## config.mk

```make
export PLATFORM = sky130hd
export DESIGN_NAME = ex_wb_pipe
export DESIGN_NICKNAME = d
export VERILOG_FILES = /design/src/rtl/ex_pkg.sv /design/src/rtl/ex_alu.sv /design/src/rtl/ex_wb_pipe.sv
export SDC_FILE = /design/constraint.sdc
export NUM_CORES = 1
export LEC_CHECK = 0
export BUFFER_PORTS_ARGS = -buffer_cell sky130_fd_sc_hd__buf_4
export CAP_MARGIN = 20
export CORE_UTILIZATION = 30
export DETAILED_ROUTE_END_ITERATION = 8
export PLACE_DENSITY = 0.44
export SYNTH_ARGS = -nofsm -noshare
export SYNTH_HDL_FRONTEND = slang
export SYNTH_SLANG_ARGS = --single-unit
export TNS_END_PERCENT = 10
```

## constraint.sdc

```tcl
create_clock -name clk -period 3.11 [get_ports clk]
set_input_delay 0.1555 -clock clk [delete_from_list [all_inputs] [get_ports clk]]
set_output_delay 0.1555 -clock clk [all_outputs]
set_load 0.05 [all_outputs]
```

## src/rtl/ex_pkg.sv

```systemverilog
// Shared EX-stage definitions: ALU opcode encodings (also used by the ID decode tables)
// and the pipeline stage record carried through EX, MEM and WB.
package ex_pkg;

    localparam int DATA_W = 32;
    localparam int ADDR_W = 5;

    localparam logic [2:0] SEL_LOGIC = 3'b001;
    localparam logic [2:0] SEL_SHIFT = 3'b010;

    localparam logic [7:0] OP_AND = 8'h24;
    localparam logic [7:0] OP_OR  = 8'h25;
    localparam logic [7:0] OP_XOR = 8'h26;
    localparam logic [7:0] OP_NOR = 8'h27;
    localparam logic [7:0] OP_SLL = 8'h7C;
    localparam logic [7:0] OP_SRL = 8'h02;
    localparam logic [7:0] OP_SRA = 8'h03;

    typedef struct packed {
        logic              valid;
        logic              wreg;
        logic [ADDR_W-1:0] wd;
        logic [DATA_W-1:0] result;
        logic [7:0]        aluop;
        logic [2:0]        alusel;
        logic [DATA_W-1:0] reg1;
        logic [DATA_W-1:0] reg2;
    } stage_t;

    // A stage produces a register write only for a real op that targets a register other than $0.
    function automatic logic stage_writes(input stage_t s);
        return s.valid & s.wreg & (s.wd != '0);
    endfunction

endpackage

```

## src/rtl/ex_alu.sv

```systemverilog
// Combinational EX-stage ALU: logic and shift classes; anything else reports legal=0 with a zero result.
module ex_alu
    import ex_pkg::*;
(
    input  logic [7:0]        aluop,
    input  logic [2:0]        alusel,
    input  logic [DATA_W-1:0] reg1,
    input  logic [DATA_W-1:0] reg2,
    output logic [DATA_W-1:0] result,
    output logic              legal
);

    always_comb begin
        // NOTE: defaults first so every path assigns both outputs and no latch is inferred.
        result = '0;
        legal  = 1'b0;
        case (alusel)
            SEL_LOGIC: begin
                case (aluop)
                    OP_AND: begin result = reg1 & reg2;    legal = 1'b1; end
                    OP_OR:  begin result = reg1 | reg2;    legal = 1'b1; end
                    OP_XOR: begin result = reg1 ^ reg2;    legal = 1'b1; end
                    OP_NOR: begin result = ~(reg1 | reg2); legal = 1'b1; end
                    default: ;
                endcase
            end
            SEL_SHIFT: begin
                // Shift amount comes from reg1[4:0]; the data being shifted is reg2.
                case (aluop)
                    OP_SLL: begin result = reg2 << reg1[4:0]; legal = 1'b1; end
                    OP_SRL: begin result = reg2 >> reg1[4:0]; legal = 1'b1; end
                    OP_SRA: begin result = $unsigned($signed(reg2) >>> reg1[4:0]); legal = 1'b1; end
                    default: ;
                endcase
            end
            default: ;
        endcase
    end

endmodule

```

## src/rtl/ex_wb_pipe.sv

```systemverilog
// Back half of the MIPS core: EX, MEM and WB pipeline registers feeding the register-file write
// port, with per-stage forwarding taps and an illegal-op pulse.
module ex_wb_pipe
    import ex_pkg::*;
#(
    parameter int DW = 32,
    parameter int AW = 5
) (
    input  logic          clk,
    input  logic          rst,
    input  logic          valid_i,
    input  logic [7:0]    aluop_i,
    input  logic [2:0]    alusel_i,
    input  logic [DW-1:0] reg1_i,
    input  logic [DW-1:0] reg2_i,
    input  logic          wreg_i,
    input  logic [AW-1:0] wd_i,
    input  logic          stall_i,
    input  logic          flush_i,
    output logic          we_o,
    output logic [AW-1:0] waddr_o,
    output logic [DW-1:0] wdata_o,
    output logic          ex_fwd_we_o,
    output logic [AW-1:0] ex_fwd_addr_o,
    output logic [DW-1:0] ex_fwd_data_o,
    output logic          mem_fwd_we_o,
    output logic [AW-1:0] mem_fwd_addr_o,
    output logic [DW-1:0] mem_fwd_data_o,
    output logic          illegal_o
);

    stage_t            id_stage;
    stage_t            ex_q;
    stage_t            ex_out;
    stage_t            mem_q;
    stage_t            wb_q;
    logic              ex_held_q;
    logic [DW-1:0]     alu_result;
    logic              alu_legal;

    always_comb begin
        id_stage        = '0;
        id_stage.valid  = valid_i;
        id_stage.wreg   = wreg_i;
        id_stage.wd     = wd_i;
        id_stage.aluop  = aluop_i;
        id_stage.alusel = alusel_i;
        id_stage.reg1   = reg1_i;
        id_stage.reg2   = reg2_i;
    end

    ex_alu u_alu (
        .aluop  (ex_q.aluop),
        .alusel (ex_q.alusel),
        .reg1   (ex_q.reg1),
        .reg2   (ex_q.reg2),
        .result (alu_result),
        .legal  (alu_legal)
    );

    // An unsupported op keeps travelling as a non-writing instruction.
    always_comb begin
        ex_out        = ex_q;
        ex_out.result = alu_result;
        ex_out.wreg   = ex_q.wreg & alu_legal;
    end

    // NOTE: non-blocking assignments throughout so every stage samples its predecessor's old value.
    always_ff @(posedge clk or negedge rst) begin
        if (!rst) begin
            ex_q      <= '0;
            mem_q     <= '0;
            wb_q      <= '0;
            ex_held_q <= 1'b0;
        end else if (flush_i) begin
            // The ops in EX and MEM are both killed, so neither may reach WB; the op
            // already in WB has written during this cycle.
            ex_q.valid  <= 1'b0;
            mem_q.valid <= 1'b0;
            wb_q.valid  <= 1'b0;
            ex_held_q   <= 1'b0;
        end else if (stall_i) begin
            mem_q.valid <= 1'b0;
            wb_q        <= mem_q;
            ex_held_q   <= 1'b1;
        end else begin
            ex_q      <= id_stage;
            mem_q     <= ex_out;
            wb_q      <= mem_q;
            ex_held_q <= 1'b0;
        end
    end

    assign we_o           = stage_writes(wb_q);
    assign waddr_o        = wb_q.wd;
    assign wdata_o        = wb_q.result;

    assign ex_fwd_we_o    = stage_writes(ex_out);
    assign ex_fwd_addr_o  = ex_q.wd;
    assign ex_fwd_data_o  = alu_result;

    assign mem_fwd_we_o   = stage_writes(mem_q);
    assign mem_fwd_addr_o = mem_q.wd;
    assign mem_fwd_data_o = mem_q.result;

    // A stalled illegal op is reported only on its first EX cycle.
    assign illegal_o = ex_q.valid & ~alu_legal & ~ex_held_q;

endmodule

```

# Yosys cells after proc, flatten, opt, wreduce, memory -nomap -nowiden
# Index checks and enable logic that the tools add are counted.
totals:
  ff_bits: 161
  input_bits: 86
  output_inout_bits: 115
classes:
  n_eq_ne: 10
  shift: 3
  muxes: 13
  bitwise_logic: 17
  n_reduce_logical: 6
op_table:
  columns: ["operator", "count"]
  rows:
  - ["$pmux W32 S4", 1]
  - ["$mux W114", 1]
  - ["$pmux W32 S3", 1]
  - ["$pmux W32 S2", 1]
  - ["$and A32 B32 Y32", 1]
  - ["$eq A8 B6 Y1 const B", 4]
  - ["$not A32 Y32", 1]
  - ["$or A32 B32 Y32", 1]
  - ["$shl A32 B5 Y32", 1]
  - ["$shr A32 B5 Y32", 1]
  - ["$sshr A32 B5 Y32", 1]
  - ["$xor A32 B32 Y32", 1]
  - ["$eq A8 B2 Y1 const B", 2]
  - ["$reduce_bool A5 Y1", 3]
  - ["$and A1 B1 Y1", 9]
  - ["$eq A8 B7 Y1 const B", 1]
  - ["$mux W1", 8]
  - ["$not A1 Y1", 4]
  - ["$reduce_or A4 Y1", 1]
  - ["$eq A3 B1 Y1 const B", 1]
  - ["$eq A3 B2 Y1 const B", 1]
  - ["$reduce_or A3 Y1", 1]
  - ["$ne A2 B1 Y1 const B", 1]
  - ["$pmux W1 S2", 1]
  - ["$reduce_and A2 Y1", 1]

# Logic depth before layout (Yosys ltp)
depth:
  word_depth: 7
  depth_mapped: 13
  ltp_nobuf: 8

# Hierarchy
# From an unflattened synthesis, not the netlist that was laid out.
unflattened:
  cells_unflattened: 1390
  hier_area_um2: 13615.6
modules_own_cells:
  columns: ["mod", "instances", "cells_each", "area_per_inst_um2", "seq_area_each_um2"]
  rows:
  - ["ex_wb_pipe", 1, 432, 7146.9, 4028.9]
  - ["ex_alu", 1, 958, 6468.7, 0.0]

# Least setup slack after synthesis
# No wires, ideal clock.
synth_timing:
  path_kind: "register to output"
  startpoint: "register ex_q (netlist bit ex_out[68])"
  endpoint: "output port illegal_o"
  arrival_ps: 2970
  t_required_ps: 2954
  slack_ps: -15
  stages_incl_launch_ff: 8
  path_cell_list: "dfrtp_1 > buf_2 > and4bb_2 > nand2_1 > a21boi_1 > clkbuf_1 > buf_2 > nor4b_1"
synth_between:
  elab_chain_cells: 7
synth_rtl:
  columns: ["element", "line_no", "rtl"]
  rows:
  - ["start, declared", "ex_wb_pipe.sv:33", "stage_t ex_q;"]
  - ["start signal, assigned", "ex_wb_pipe.sv:87", "ex_q <= id_stage;"]
  - ["$eq A8 B6 Y1, or another cell as far along", "ex_alu.sv:19", "case (aluop)"]
  - ["$reduce_or A4 Y1 (no source line) / $reduce_or A3 Y1 (equally long branches)", null, null]
  - ["$mux W1 (on tied branches)", "ex_alu.sv:19, ex_alu.sv:29", null]
  - ["$pmux W1 S2 (*)", "ex_alu.sv:17", "case (alusel)"]
  - ["$not A1 Y1 (*)", "ex_wb_pipe.sv:107", "assign illegal_o = ex_q.valid & ~alu_legal & ~ex_held_q;"]
  - ["$and A1 B1 Y1 (*) (2 in a row)", "ex_wb_pipe.sv:107", null]
  - ["end, declared", "ex_wb_pipe.sv:29", "output logic illegal_o"]
# Mark *: on every way between the ends. The rest lies on a longest branch, timed or not.

# Final worst setup path
layout_timing:
  startpoint: "register ex_q (netlist bit ex_out[32])"
  endpoint: "output port ex_fwd_data_o[14]"
layout_between:
  elab_chain_cells: 3
layout_rtl:
  columns: ["element", "line_no", "rtl"]
  rows:
  - ["$sshr A32 B5 Y32, or another cell as far along", "ex_alu.sv:32", "OP_SRA: begin result = $unsigned($signed(reg2) >>> reg1[4:0]); legal = 1'b1; end"]
  - ["$pmux W32 S3 (*)", "ex_alu.sv:29", "case (aluop)"]
  - ["$pmux W32 S2 (*)", "ex_alu.sv:17", null]
  - ["end, declared", "ex_wb_pipe.sv:25", "output logic [DW-1:0] ex_fwd_data_o,"]
# Marks and branches as above.

==> flow_summary.json <==
{
  "outcome": "finished with violations",
  "violations": "negative setup slack",
  "worst_slew_pin_slew_ns": 0.7771,
  "rr_endpoint": "mem_fwd_data_o[24]$_DFFE_PN0P_",
  "area_delta_synth_final_pct": 35.65,
  "comb_power_share": 0.474,
  "track_usage": 0.2728,
  "fp-row-count": 78,
  "cts_tree": "built",
  "fin_ws_ns": -0.1472,
  "critPathBufInv": 5,
  "path_clk_slew_ns": 0.07,
  "synth_ff_type": "dfrtp_1",
  "setup_viol": 21,
  "power_leakage_nw": 8.384,
  "fin_area_sq_um": 19040,
  "hpwl_um": 49030,
  "power_frac_seq": 0.278,
  "seq_area_frac_synth": 0.2871,
  "sw_frac_of_total": 0.4147,
  "path_common_cell": "buf_4",
  "grt_pass1_wl_um": 93210,
  "grt_setup_unrepaired": "true",
  "hold_viol": 0,
  "slowest_delay_ns": 0.53,
  "insertion_delay_ns": 0.50,
  "peakVddDrop_v": 0.0003089,
  "grt_pass1_vias": 13127,
  "initial_utilization": 0.3066,
  "required_ns": 2.95,
  "syn-cell-area_sq_um": 14030,
  "nNetsFinal": 1963,
  "p_per_area_nw_per_um2": 486.0,
  "met3_length_um": 4843,
  "avgRoutedWirePerCell_um": 26.47,
  "slowest_stage": "dfrtp_4",
  "crit_fanout": 6,
  "rr_worst_depth": 15,
  "ff2ff_setup_slack_ns": -0.06,
  "yosys.area.top_type": "dfrtp_1",
  "dr.pass1.iters": 5,
  "yosys-top-cells-area": "dfrtp_1 29%, mux4_2 10%, mux2_2 7.0%",
  "num_vias": 13286,
  "placed_cells": 2275,
  "placed_cell_area_sq_um": 16370,
  "die_area_sq_um": 47650,
  "synth_top_area_frac": 0.2871,
  "min_period_over_period": 1.047,
  "cpLargestDelayFamily": "compound AO/OA/AOI/OAI gates",
  "min_delay_path_depth": 3,
  "die_y_um": 218.3,
  "maxCapViolations": 0,
  "core_sq_um": 45770,
  "highest_layer": "met4",
  "die_w_um": 218.3,
  "synth_cells": 1543,
  "drtIter0Drc": 1194,
  "maxSlewViolCount": 0,
  "ant_nets": 0,
  "drc": 0,
  "path_class": "flip-flop to output port",
  "portBuffers": 200,
  "clkPwrFrac": 0.248,
  "grt_remaining_overflow": 0,
  "antenna_found_initial": 0,
  "avgSynthCellArea_sq_um": 9.096,
  "cts.path.max_buffers": 2,
  "r2r-start": "ex_out[32]$_DFFE_PN0P_",
  "ys_warn_count": 0,
  "diodes": 0,
  "p_int_mw": 5.415,
  "ys_ff_latch": 161,
  "cts.htree.levels": 4,
  "fin_skew_ns": 0.01949,
  "grt_start_max_net_pins": 86,
  "finalCriticalPeriod_ns": 3.257,
  "crit_arrival_ns": 3.10,
  "synth-edff-count": 0,
  "drt-total-wl_um": 64110,
  "drive_gt1_frac": 0.3941,
  "max_slew_margin": 0.4820,
  "gp_congestion": 0.9993,
  "startpoint_type": "flip-flop",
  "fill_cells": 4503,
  "worstPathCellList": "buf_12 -> buf_6 -> mux2i_2 -> buf_4 -> a32oi_4 -> o211ai_1 -> a211oi_2 -> buf_4 -> a311oi_4 -> o22ai_1 -> buf_4",
  "stdcell_count": 2422,
  "synth_cell_type_count": 84,
  "met1Wirelength_um": 27570,
  "max_freq_mhz": 307.0,
  "min_to": "ex_out[34]$_DFFE_PN0P_",
  "switchingPower_mw": 3.837,
  "synth_nets": 1695,
  "via_per_inst": 5.486,
  "endpoint_kind": "output port",
  "hp-class": "input pin to flip-flop",
  "cts_root_buffer": "clkbuf_16",
  "synthArstFlopShare": 1.000,
  "hold_start": "reg1_i[2]",
  "pin_count": 201,
  "cts_inserted_buffers": 17,
  "wl_met2_um": 28740,
  "cts.sinks": 161
}
worst max path at each step:
stage,from,to,slack [ns],cells after the start
3_3_place_gp,ex_out[70]$_DFFE_PN0P_,ex_fwd_data_o[9],-0.30,9
3_5_place_dp,ex_out[32]$_DFFE_PN0P_,ex_fwd_data_o[30],-0.04,9
4_1_cts,ex_out[32]$_DFFE_PN0P_,ex_fwd_data_o[14],-0.16,11
6_report,ex_out[32]$_DFFE_PN0P_,ex_fwd_data_o[14],-0.15,11
2_1_floorplan,ex_out[32]$_DFFE_PN0P_,ex_fwd_data_o[6],0.48,10
5_1_grt,ex_out[32]$_DFFE_PN0P_,ex_fwd_data_o[14],-0.21,11
timing repair:
item                                   CTS  global route
setup endpoints to repair               32            33
pin swaps                               30            15
endpoints found under the hold margin  148             0
cloned                                   3             0
resized for setup                      156            33
buffers inserted                        25             5
hold buffers                            84             0
cells in the final DEF, fill, tap and decap left out, types with 19 or more instances in the layout:
master,count
nand3_1,21
nand2_1,228
a21oi_1,32
dlygate4sd3_1,84
mux2i_1,53
xor2_1,19
o21ai_0,101
buf_6,33
ha_1,65
mux4_2,65
dfrtp_1,153
inv_1,62
mux2_2,86
buf_4,349
nor2_1,68
state kept, by name, summed over array words and instances (netlist names):
signal,count
ex_fwd_addr_o,5
ex_held_q,1
ex_out,76
ex_q,1
mem_fwd_addr_o,5
mem_fwd_data_o,32
mem_q,2
waddr_o,5
wb_q,2
wdata_o,32
tightest hold or removal path, delay by kind of cell:
family	cells	cell delay, ns
AOI/OAI and AO/OA	1	0.15
buffers and inverters	1	0.08
and+or+nand+nor	1	0.06
routing by layer:
layer,vias up,GRT usage
met2,588,0.4153
met4,0,0.1340
met3,109,0.06875
met1,6632,0.3579
met5,-,0
li1,5957,-
area by class of cell:
cell class              instances  area [sq um]  share of cell area
multi-input cells            1070          8965              0.4709
flip-flops and latches        161          4046              0.2125
clock inverters                13         178.9            0.009398
repair buffers                495          4415              0.2319
inverters                      66         256.5             0.01347
clock buffers                  17         425.4             0.02234
well taps                     600         750.7             0.03943
metrics by stage:
step	utilization	power, mW	TNS [ns]	hold slack (ns)	setup slack (ns)
floorplan	-	4.871	0	-0.1401	0.4805
global placement	0.3577	6.471	-0.4353	0.2560	-0.3036
detailed placement	0.3577	6.449	-0.03970	0.2725	-0.03970
CTS	0.4114	9.209	-2.206	0.01879	-0.1617
global route	0.4159	9.667	-3.537	0.02745	-0.2143
finish	0.4159	9.252	-1.092	0.02017	-0.1472
kinds of logic after synthesis:
family                   synth area share
AND/OR/NAND/NOR                    0.1351
AO/OA/AOI/OAI                      0.1503
buffers and inverters              0.1204
multiplexers                       0.2283
flip-flops                         0.2871
adder cells (fa/ha/maj)           0.05884
XOR/XNOR                          0.01997
cell usage after synthesis (all sizes together) (7+ instances only):
cell type	n
o221ai	7
or3	8
a31oi	16
mux2i	61
a211oi	20
dfrtp	161
mux2	100
ha	66
nor3	18
xnor2	13
o31ai	12
buf	163
a22oi	12
nor2	72
o22ai	16
nand3	23
o211ai	17
inv	65
nand2b	11
clkbuf	83
xor2	19
nand2	232
mux4	65
and2	10
a21oi	43
o32ai	10
nor2b	15
o21ai	114
a311oi	10
power by group through the flow:
stage	logic, mW	clock network (mW)	registers, mW
finish	4.38	2.29	2.58
global route	4.62	2.45	2.60
CTS	4.25	2.38	2.58
detailed placement	3.82	0	2.63
global placement	3.85	0	2.63
floorplan	2.41	0	2.46
Power figures use the tool's default switching activity.
